$ cat config.mk
export PLATFORM = sky130hd
export DESIGN_NAME = stage_writeback_buffered
export DESIGN_NICKNAME = d
export VERILOG_FILES = /design/src/rtl/stage_writeback_buffered_pkg.sv /design/src/rtl/stage_writeback_buffered_ext_out_fifo.sv /design/src/rtl/stage_writeback_buffered.sv
export SDC_FILE = /design/constraint.sdc
export NUM_CORES = 1
export LEC_CHECK = 0
export CAP_MARGIN = 10
export CORE_MARGIN = 8
export CORE_UTILIZATION = 45
export DETAILED_ROUTE_END_ITERATION = 12
export PLACE_DENSITY = 0.84
export SLEW_MARGIN = 20
export SYNTH_ARGS = -nofsm -noshare
export SYNTH_HDL_FRONTEND = slang
export SYNTH_SLANG_ARGS = --single-unit
$ cat constraint.sdc
create_clock -name clk -period 2.7 [get_ports clk]
set_input_delay 0.54 -clock clk [delete_from_list [all_inputs] [get_ports clk]]
set_output_delay 0.54 -clock clk [all_outputs]
set_load 0.02 [all_outputs]
$ cat src/rtl/stage_writeback_buffered_pkg.sv
// rtl/stage_writeback_buffered_pkg.sv - shared opcode bit indices and default constants for the writeback stage
package stage_writeback_buffered_pkg;

  localparam int OP_INC   = 0;
  localparam int OP_DEC   = 1;
  localparam int OP_LEFT  = 2;
  localparam int OP_RIGHT = 3;
  localparam int OP_OUT   = 4;
  localparam int OP_IN    = 5;
  localparam int OP_JZ    = 6;
  localparam int OP_JNZ   = 7;

  localparam int OPCODE_MSB = 7;

  localparam int DEFAULT_FIFO_DEPTH = 4;

endpackage

$ cat src/rtl/stage_writeback_buffered_ext_out_fifo.sv
// rtl/stage_writeback_buffered_ext_out_fifo.sv - register-array FIFO with combinational head for EXT output bytes
module ext_out_fifo #(
  parameter int WIDTH = 8,
  parameter int DEPTH = 4
) (
  input  logic                   clk,
  input  logic                   reset,
  input  logic                   enq,
  input  logic [WIDTH-1:0]       enq_data,
  input  logic                   deq,
  output logic [WIDTH-1:0]       head,
  output logic                   full,
  output logic                   empty,
  output logic [$clog2(DEPTH):0] level
);

  localparam int AW = $clog2(DEPTH);

  // The extra MSB on each pointer distinguishes full from empty when indices match.
  logic [AW:0]      wr_ptr;
  logic [AW:0]      rd_ptr;
  logic [WIDTH-1:0] mem [DEPTH];

  always_ff @(posedge clk) begin
    if (reset) begin
      wr_ptr <= '0;
      rd_ptr <= '0;
    end else begin
      if (enq) wr_ptr <= wr_ptr + (AW+1)'(1);
      if (deq) rd_ptr <= rd_ptr + (AW+1)'(1);
    end
  end

  always_ff @(posedge clk) begin
    if (enq) mem[wr_ptr[AW-1:0]] <= enq_data;
  end

  assign head  = mem[rd_ptr[AW-1:0]];
  assign empty = (wr_ptr == rd_ptr);
  assign full  = (wr_ptr[AW] != rd_ptr[AW]) && (wr_ptr[AW-1:0] == rd_ptr[AW-1:0]);
  assign level = wr_ptr - rd_ptr;

endmodule

$ cat src/rtl/stage_writeback_buffered.sv
// rtl/stage_writeback_buffered.sv - final CPU pipeline stage: DRAM commit plus FIFO-buffered EXT output
module stage_writeback_buffered
  import stage_writeback_buffered_pkg::*;
#(
  parameter int A_WIDTH    = 12,
  parameter int D_WIDTH    = 8,
  parameter int C_WIDTH    = 8,
  parameter int FIFO_DEPTH = DEFAULT_FIFO_DEPTH,
  parameter int SYNC_IN    = 1
) (
  input  logic                        clk,
  input  logic                        reset,
  input  logic [A_WIDTH-1:0]          dp,
  output logic                        dce,
  output logic [A_WIDTH-1:0]          da,
  output logic [D_WIDTH-1:0]          dq,
  output logic [C_WIDTH-1:0]          cq,
  output logic                        cwre,
  input  logic                        cbsy,
  input  logic [D_WIDTH-1:0]          a_in,
  input  logic [OPCODE_MSB:0]         operation_in,
  input  logic                        ack_in,
  output logic                        ack,
  output logic [OPCODE_MSB:0]         operation,
  output logic [$clog2(FIFO_DEPTH):0] fifo_level,
  output logic                        drained
);

  logic               is_d;
  logic               is_x;
  logic               is_in;
  logic               full;
  logic               empty;
  logic               deq;
  logic               enq;
  logic               full_stall;
  logic               sync_stall;
  logic               fire;
  logic [C_WIDTH-1:0] enq_data;

  assign is_d  = operation_in[OP_INC] | operation_in[OP_DEC] | operation_in[OP_IN];
  assign is_x  = operation_in[OP_OUT];
  assign is_in = operation_in[OP_IN];

  assign deq  = !empty && !cbsy;
  assign cwre = deq;

  // A full FIFO can still take a byte when its head leaves in the same cycle.
  assign full_stall = is_x && full && !deq;
  assign sync_stall = (SYNC_IN != 0) && is_in && !empty;
  assign fire       = ack_in && !(full_stall || sync_stall);
  assign ack        = fire;

  assign dce = is_d && fire;
  assign da  = dp;
  assign dq  = a_in;
  assign enq = is_x && fire;

  generate
    if (C_WIDTH <= D_WIDTH) begin : g_trunc
      assign enq_data = a_in[C_WIDTH-1:0];
    end else begin : g_zext
      assign enq_data = {{(C_WIDTH-D_WIDTH){1'b0}}, a_in};
    end
  endgenerate

  always_ff @(posedge clk) begin
    if (reset) begin
      operation <= '0;
    end else if (fire) begin
      operation <= operation_in;
    end else if (ack_in) begin
      operation <= '0;
    end
  end

  ext_out_fifo #(
    .WIDTH (C_WIDTH),
    .DEPTH (FIFO_DEPTH)
  ) u_fifo (
    .clk      (clk),
    .reset    (reset),
    .enq      (enq),
    .enq_data (enq_data),
    .deq      (deq),
    .head     (cq),
    .full     (full),
    .empty    (empty),
    .level    (fifo_level)
  );

  assign drained = empty;

endmodule

### Word-level counts from Yosys, hierarchy flattened

Memories as Yosys holds them, arrays and structs flattened. A register that Yosys moved wholly into a read port is not among the register bits.
Index checks and enable logic that the tools add are counted.

* word-level logic and storage cells: 32
* bits in writable memories: 32
* bits in registers: 14
* bits of input ports: 32
* output and inout port bits: 43
* memories: 1

Memory list
* u_fifo.mem: depth 4, bits a word 8, read ports 1, clocked after memory_dff 1, write ports 1, RTL line stage_writeback_buffered_ext_out_fifo.sv:22 `logic [WIDTH-1:0] mem [DEPTH];`

* reduce and logical (&&, ||, !) cells: 14
* bitwise logic cells: 2
* add/subtract/negate cells: 3
* equal/unequal tests: 3
* mux-type cells: 6

Operator list (count)
* 8-bit two-way mux: 2
* 1-bit logical AND: 8
* 3-bit by 1-bit adder with 3-bit output (second input constant): 2
* 1-bit zero test: 4
* 2-bit two-way mux: 2
* 3-bit == test: 1
* 3-bit subtractor: 1
* 2-bit == test: 1
* 1-bit two-way mux: 2
* 1-bit OR: 2
* 2-bit nonzero test: 1
* 1-bit logical OR: 1
* 1-bit != test: 1

### Longest topological paths before layout

* depth after elaboration: 11
* mapped depth: 6
* mapped depth without buffers: 6

### By module

Synthesis repeated with hierarchy kept, for this count alone.

* cells, all modules: 150
* area total of the unflattened synthesis: 2143.3 um^2

Modules (own cells, without submodules)
* ext_out_fifo: times used 1, area an instance 1606.5 um^2, sequential area each 1121.1 um^2, cells an instance 88
* stage_writeback_buffered: times used 1, area an instance 536.8 um^2, sequential area each 160.2 um^2, cells an instance 62

### Least setup slack after synthesis

Ideal clock, no wire load.

* path type: reg2out
* start: register u_fifo.wr_ptr[0]
* end: output port dce
* path slack: 0.526 ns
* required time: 2.160 ns
* buffers on the path: 0
* cell stages (with the launch flop): 6
* data arrival time: 1.634 ns
* cell sequence: dfxtp_1 -> inv_1 -> ha_1 -> nand2_1 -> o32ai_4 -> o31a_1

* word-level cells in the longest chain between the ends: 9
* elaborated cells on any way between the ends: 13
* classes of those cells: eq/ne: 2; reduce/logical: 11

RTL lines
* from (decl): RTL line stage_writeback_buffered_ext_out_fifo.sv:20 `logic [AW:0] wr_ptr;`
* from (signal assigned): RTL line stage_writeback_buffered_ext_out_fifo.sv:29 `if (enq) wr_ptr <= wr_ptr + (AW+1)'(1);`
* 3-bit == test: RTL line stage_writeback_buffered_ext_out_fifo.sv:39 `assign empty = (wr_ptr == rd_ptr);`
* 1-bit zero test: RTL line stage_writeback_buffered.sv:45, stage_writeback_buffered.sv:50
* 1-bit logical AND: RTL line stage_writeback_buffered.sv:45 `assign deq = !empty && !cbsy;`
* 1-bit zero test: RTL line stage_writeback_buffered.sv:49 `assign full_stall = is_x && full && !deq;`
* 1-bit logical AND: RTL line stage_writeback_buffered.sv:49
* 1-bit logical OR *: RTL line stage_writeback_buffered.sv:51 `assign fire = ack_in && !(full_stall || sync_stall);`
* 1-bit zero test *: RTL line stage_writeback_buffered.sv:51
* 1-bit logical AND *: RTL line stage_writeback_buffered.sv:51
* via ack: RTL line stage_writeback_buffered.sv:23 `output logic ack,`
* 1-bit logical AND *: RTL line stage_writeback_buffered.sv:54 `assign dce = is_d && fire;`
* to (decl): RTL line stage_writeback_buffered.sv:14 `output logic dce,`

The timed path passes the listed nets; every way through them passes the cells marked *.

### Worst setup path in the final report

* start: register u_fifo.wr_ptr[0]
* end: output port fifo_level[1]

* word-level cells in the longest chain between the ends: 1

RTL lines
* 3-bit subtractor: RTL line stage_writeback_buffered_ext_out_fifo.sv:41 `assign level = wr_ptr - rd_ptr;`
* to (decl): RTL line stage_writeback_buffered.sv:25 `output logic [$clog2(FIFO_DEPTH):0] fifo_level,`

No other way between the ends.

==> flow_metrics.py <==
metrics = {
    "final_layout": {
        "fillers": 383,
        "multi_input_area_sq_um": 657,
        "drive_gt1_frac": 0.179,
        "seqCellArea_sq_um": 1280,
        "area_delta_synth_final_pct": 26.2,
        "utilization": 0.581,
        "num_antenna_cells": 0,
        "layout.nets": 229,
    },
    "placed_design": {
        "place_hpwl_mm": 2.96,
        "portBuffers": 50,
        "globalplace.congestion": 0.791,
    },
    "detailed_routing": {
        "antenna_left": 0,
        "vias": 1223,
        "drtIter0Drc": 50,
        "drc_errors": 0,
        "avgViaCountPerCell": 5.01,
        "routed_wl_mm": 3.97,
        "avgRoutedWirePerCell_microns": 16.3,
        "drt_pass1_iterations": 4,
    },
    "global_routing": {
        "grt_pass1_vias": 1357,
        "grt_max_degree": 17,
        "grt_pass1_wl_mm": 6.58,
        "grt_util_all_layers": 0.118,
        "antenna_found_initial": 0,
        "grt-ovfl-total": 0,
    },
    "floorplanning": {
        "io_pins": 75,
        "std_cell_rows": 25,
        "die_h_microns": 84.8,
        "dieArea_sq_um": 7190,
        "initial_core_util": 0.460,
        "dieWidth_microns": 84.8,
        "core_sq_um": 4630,
    },
    "power": {
        "p_per_area_nw_per_um2": 877,
        "clock_power_share": 0.181,
        "pwr-share-seq": 0.391,
        "netSwitchingPower_mw": 0.801,
        "netSwitchingFraction": 0.339,
        "power.internal_mw": 1.56,
        "p_comb_frac": 0.429,
        "peakVddDrop_mv": 0.605,
        "power_leakage_nw": 0.977,
    },
    "yosys": {
        "yosys.cell_types.count": 32,
        "syn_avg_cell_area_sq_um": 14.5,
        "ys_seq_area_frac": 0.601,
        "synth_nets": 187,
        "synth.yosys.warnings": 0,
        "yosys_register_bits": 48,
        "synthCells": 147,
        "syn-cell-area_sq_um": 2130,
    },
    "clock_tree": {
        "cts_tree": "built",
        "clockRootBuffer": "clkbuf_8",
        "cts_sinks": 48,
        "clock_path_buffers": 2,
        "cts_made_buffers": 5,
        "insertion_delay_ns": 0.31,
        "cts.htree.levels": 2,
        "cts.reportedPaths.clkPinSlew_ns": 0.08,
        "postCtsSetupBuffers": 0,
    },
    "timing": {
        "fin_setup_tns_ns": 0,
        "max-slew-margin-rel": 0.629,
        "fin_crit_ns": 2.57,
        "hold_violations": 0,
        "maxClockFrequency_mhz": 388,
        "fin_worst_skew_ns": 0.00746,
        "tightest_slew_ns": 0.555,
        "setup_viol": 0,
        "grt_setup_unrepaired": "no",
        "slew_viol_final": 0,
        "final_min_period_over_clock_period": 0.953,
    },
    "worst_setup_path": {
        "cp_common_cell": "inv_1",
        "critPathMaxStageDelay_ns": 0.60,
        "cp-end-kind": "output port",
        "crit_chain": "inv_1, ha_1, fa_1, inv_1, clkdlybuf4s50_1",
        "cp_data_required_time_ns": 2.16,
        "r2r_slack_ns": 0.62,
        "worst_setup_path_start_kind": "flop",
        "arrival_ns": 2.03,
        "cp_max_fo": 3,
        "slowest_stage": "clkdlybuf4s50_1",
        "path_class": "reg2out",
    },
    "worst_hold_path": {
        "hold_path_class": "reg2reg",
    },
    "outcome": {
        "status": "complete, no violations",
    },
    "flow_run": {
        "maxCapViolations": 0,
    },
}
-- final timing paths --
path                 endpoint              from  cells past startpoint
max             fifo_level[1]  u_fifo.wr_ptr[0]                      5
min              operation[5]      operation[5]                      2
max reg2reg  u_fifo.mem[1][2]  u_fifo.rd_ptr[1]                      5
min reg2reg      operation[5]      operation[5]                      2
-- routing by layer --
layer,global-route usage,up-vias,part of all wire
met5,0,-,0
met4,0.0502,0,0.020
met3,0.0792,11,0.13
met2,0.181,51,0.45
met1,0.123,568,0.40
li1,-,593,-
-- cells in the final DEF, fill, tap and decap left out, types with 2 or more instances in the layout --
cell / netlist / final
clkdlybuf4s50_1: 0 / 45
dlymetal6s2s_1: 0 / 2
dfxtp_1: 16 / 16
o32ai_4: 2 / 2
nor2_1: 14 / 14
nand2b_1: 2 / 2
edfxtp_1: 32 / 32
a22oi_1: 6 / 6
clkinvlp_4: 0 / 2
a21oi_1: 3 / 3
and2_2: 3 / 3
nand3_1: 2 / 2
clkbuf_8: 0 / 5
mux4_2: 8 / 8
inv_1: 7 / 7
dlygate4sd2_1: 0 / 3
ha_1: 7 / 7
nand2_1: 3 / 3
xnor2_1: 5 / 5
buf_4: 20 / 8
-- critical path, delay by kind of cell (launching register included) --
family	cells	cell delay (ns)
buffers and inverters	3	0.75
adders and majority gates	2	0.64
DFF	1	0.34
-- state kept, by name (all words and copies together), names as in the netlist, named ones only --
signal / cells
operation: 8
u_fifo.mem: 32
u_fifo.rd_ptr: 3
u_fifo.wr_ptr: 3
-- synth_stat cells --
cell type  number  share of area
and2_4          1         0.0041
nand2_1         3         0.0053
a21oi_1         3         0.0070
ha_1            7          0.041
o21ai_0         1         0.0023
a211oi_1        1         0.0035
buf_2           1         0.0023
and3_1          1         0.0029
clkbuf_1        1         0.0018
nand3_1         2         0.0047
inv_1           7          0.012
o32ai_4         2          0.026
and2_1          1         0.0029
buf_4          20          0.070
xor2_2          1         0.0076
xnor2_1         5          0.021
inv_2           1         0.0018
and4_1          1         0.0041
fa_1            1         0.0094
and2_2          3          0.011
buf_1           1         0.0018
o21ai_2         1         0.0041
nand4_1         1         0.0029
dfxtp_1        16           0.15
mux4_2          8          0.085
a21oi_2         1         0.0041
a22oi_1         6          0.021
o31a_1          1         0.0041
mux2i_1         1         0.0047
nand2b_1        2         0.0059
edfxtp_1       32           0.45
nor2_1         14          0.025
-- power groups by stage --
| stage | clock, mW | combinational (mW) | sequential, mW |
|---|---|---|---|
| 2_1_floorplan | 0 | 0.613 | 0.955 |
| 3_5_place_dp | 0 | 1.04 | 0.942 |
| 3_3_place_gp | 0 | 1.04 | 0.936 |
| 5_1_grt | 0.469 | 1.10 | 0.932 |
| 6_report | 0.426 | 1.01 | 0.922 |
| 4_1_cts | 0.439 | 1.04 | 0.924 |
-- through the flow --
stage | hold WS (ns) | instance area, sq um | setup slack (ns) | cells | power (mW)
4_1_cts | 0.462 | 2690 | 0.0207 | 244 | 2.40
3_5_place_dp | 0.453 | 2600 | -0.0688 | 236 | 1.99
3_3_place_gp | 0.441 | 2600 | -0.0622 | 236 | 1.97
2_1_floorplan | 0.514 | 2130 | 0.526 | 147 | 1.57
5_1_grt | 0.497 | 2690 | 0.0204 | 244 | 2.51
6_report | 0.455 | 2690 | 0.126 | 244 | 2.36
-- cell families (layout without fill, tap and decap cells) --
| family | Yosys count | after routing | share of synthesized area |
|---|---|---|---|
| multiplexers | 9 | 9 | 0.0893 |
| buffers and inverters | 31 | 74 | 0.0904 |
| XOR/XNOR | 6 | 6 | 0.0282 |
| AO/OA/AOI/OAI | 16 | 16 | 0.0722 |
| adder cells (fa/ha/maj) | 8 | 8 | 0.0505 |
| flip-flops | 48 | 48 | 0.601 |
| AND/OR/NAND/NOR | 29 | 29 | 0.0681 |
-- repair_timing --
action,in CTS,in global routing
hold buffers,0,0
setup endpoints to repair,3,2
hold endpoints to repair,0,0
gates resized for setup,3,2
-- final cells by class --
cell class,count,area share
flip-flops and latches,48,0.476
inverters,8,0.0112
multi-input cells,68,0.244
well taps,54,0.0251
clock inverters,3,0.00884
clock buffers,5,0.0256
repair buffers,58,0.209
(Power assumes the default switching activity.)
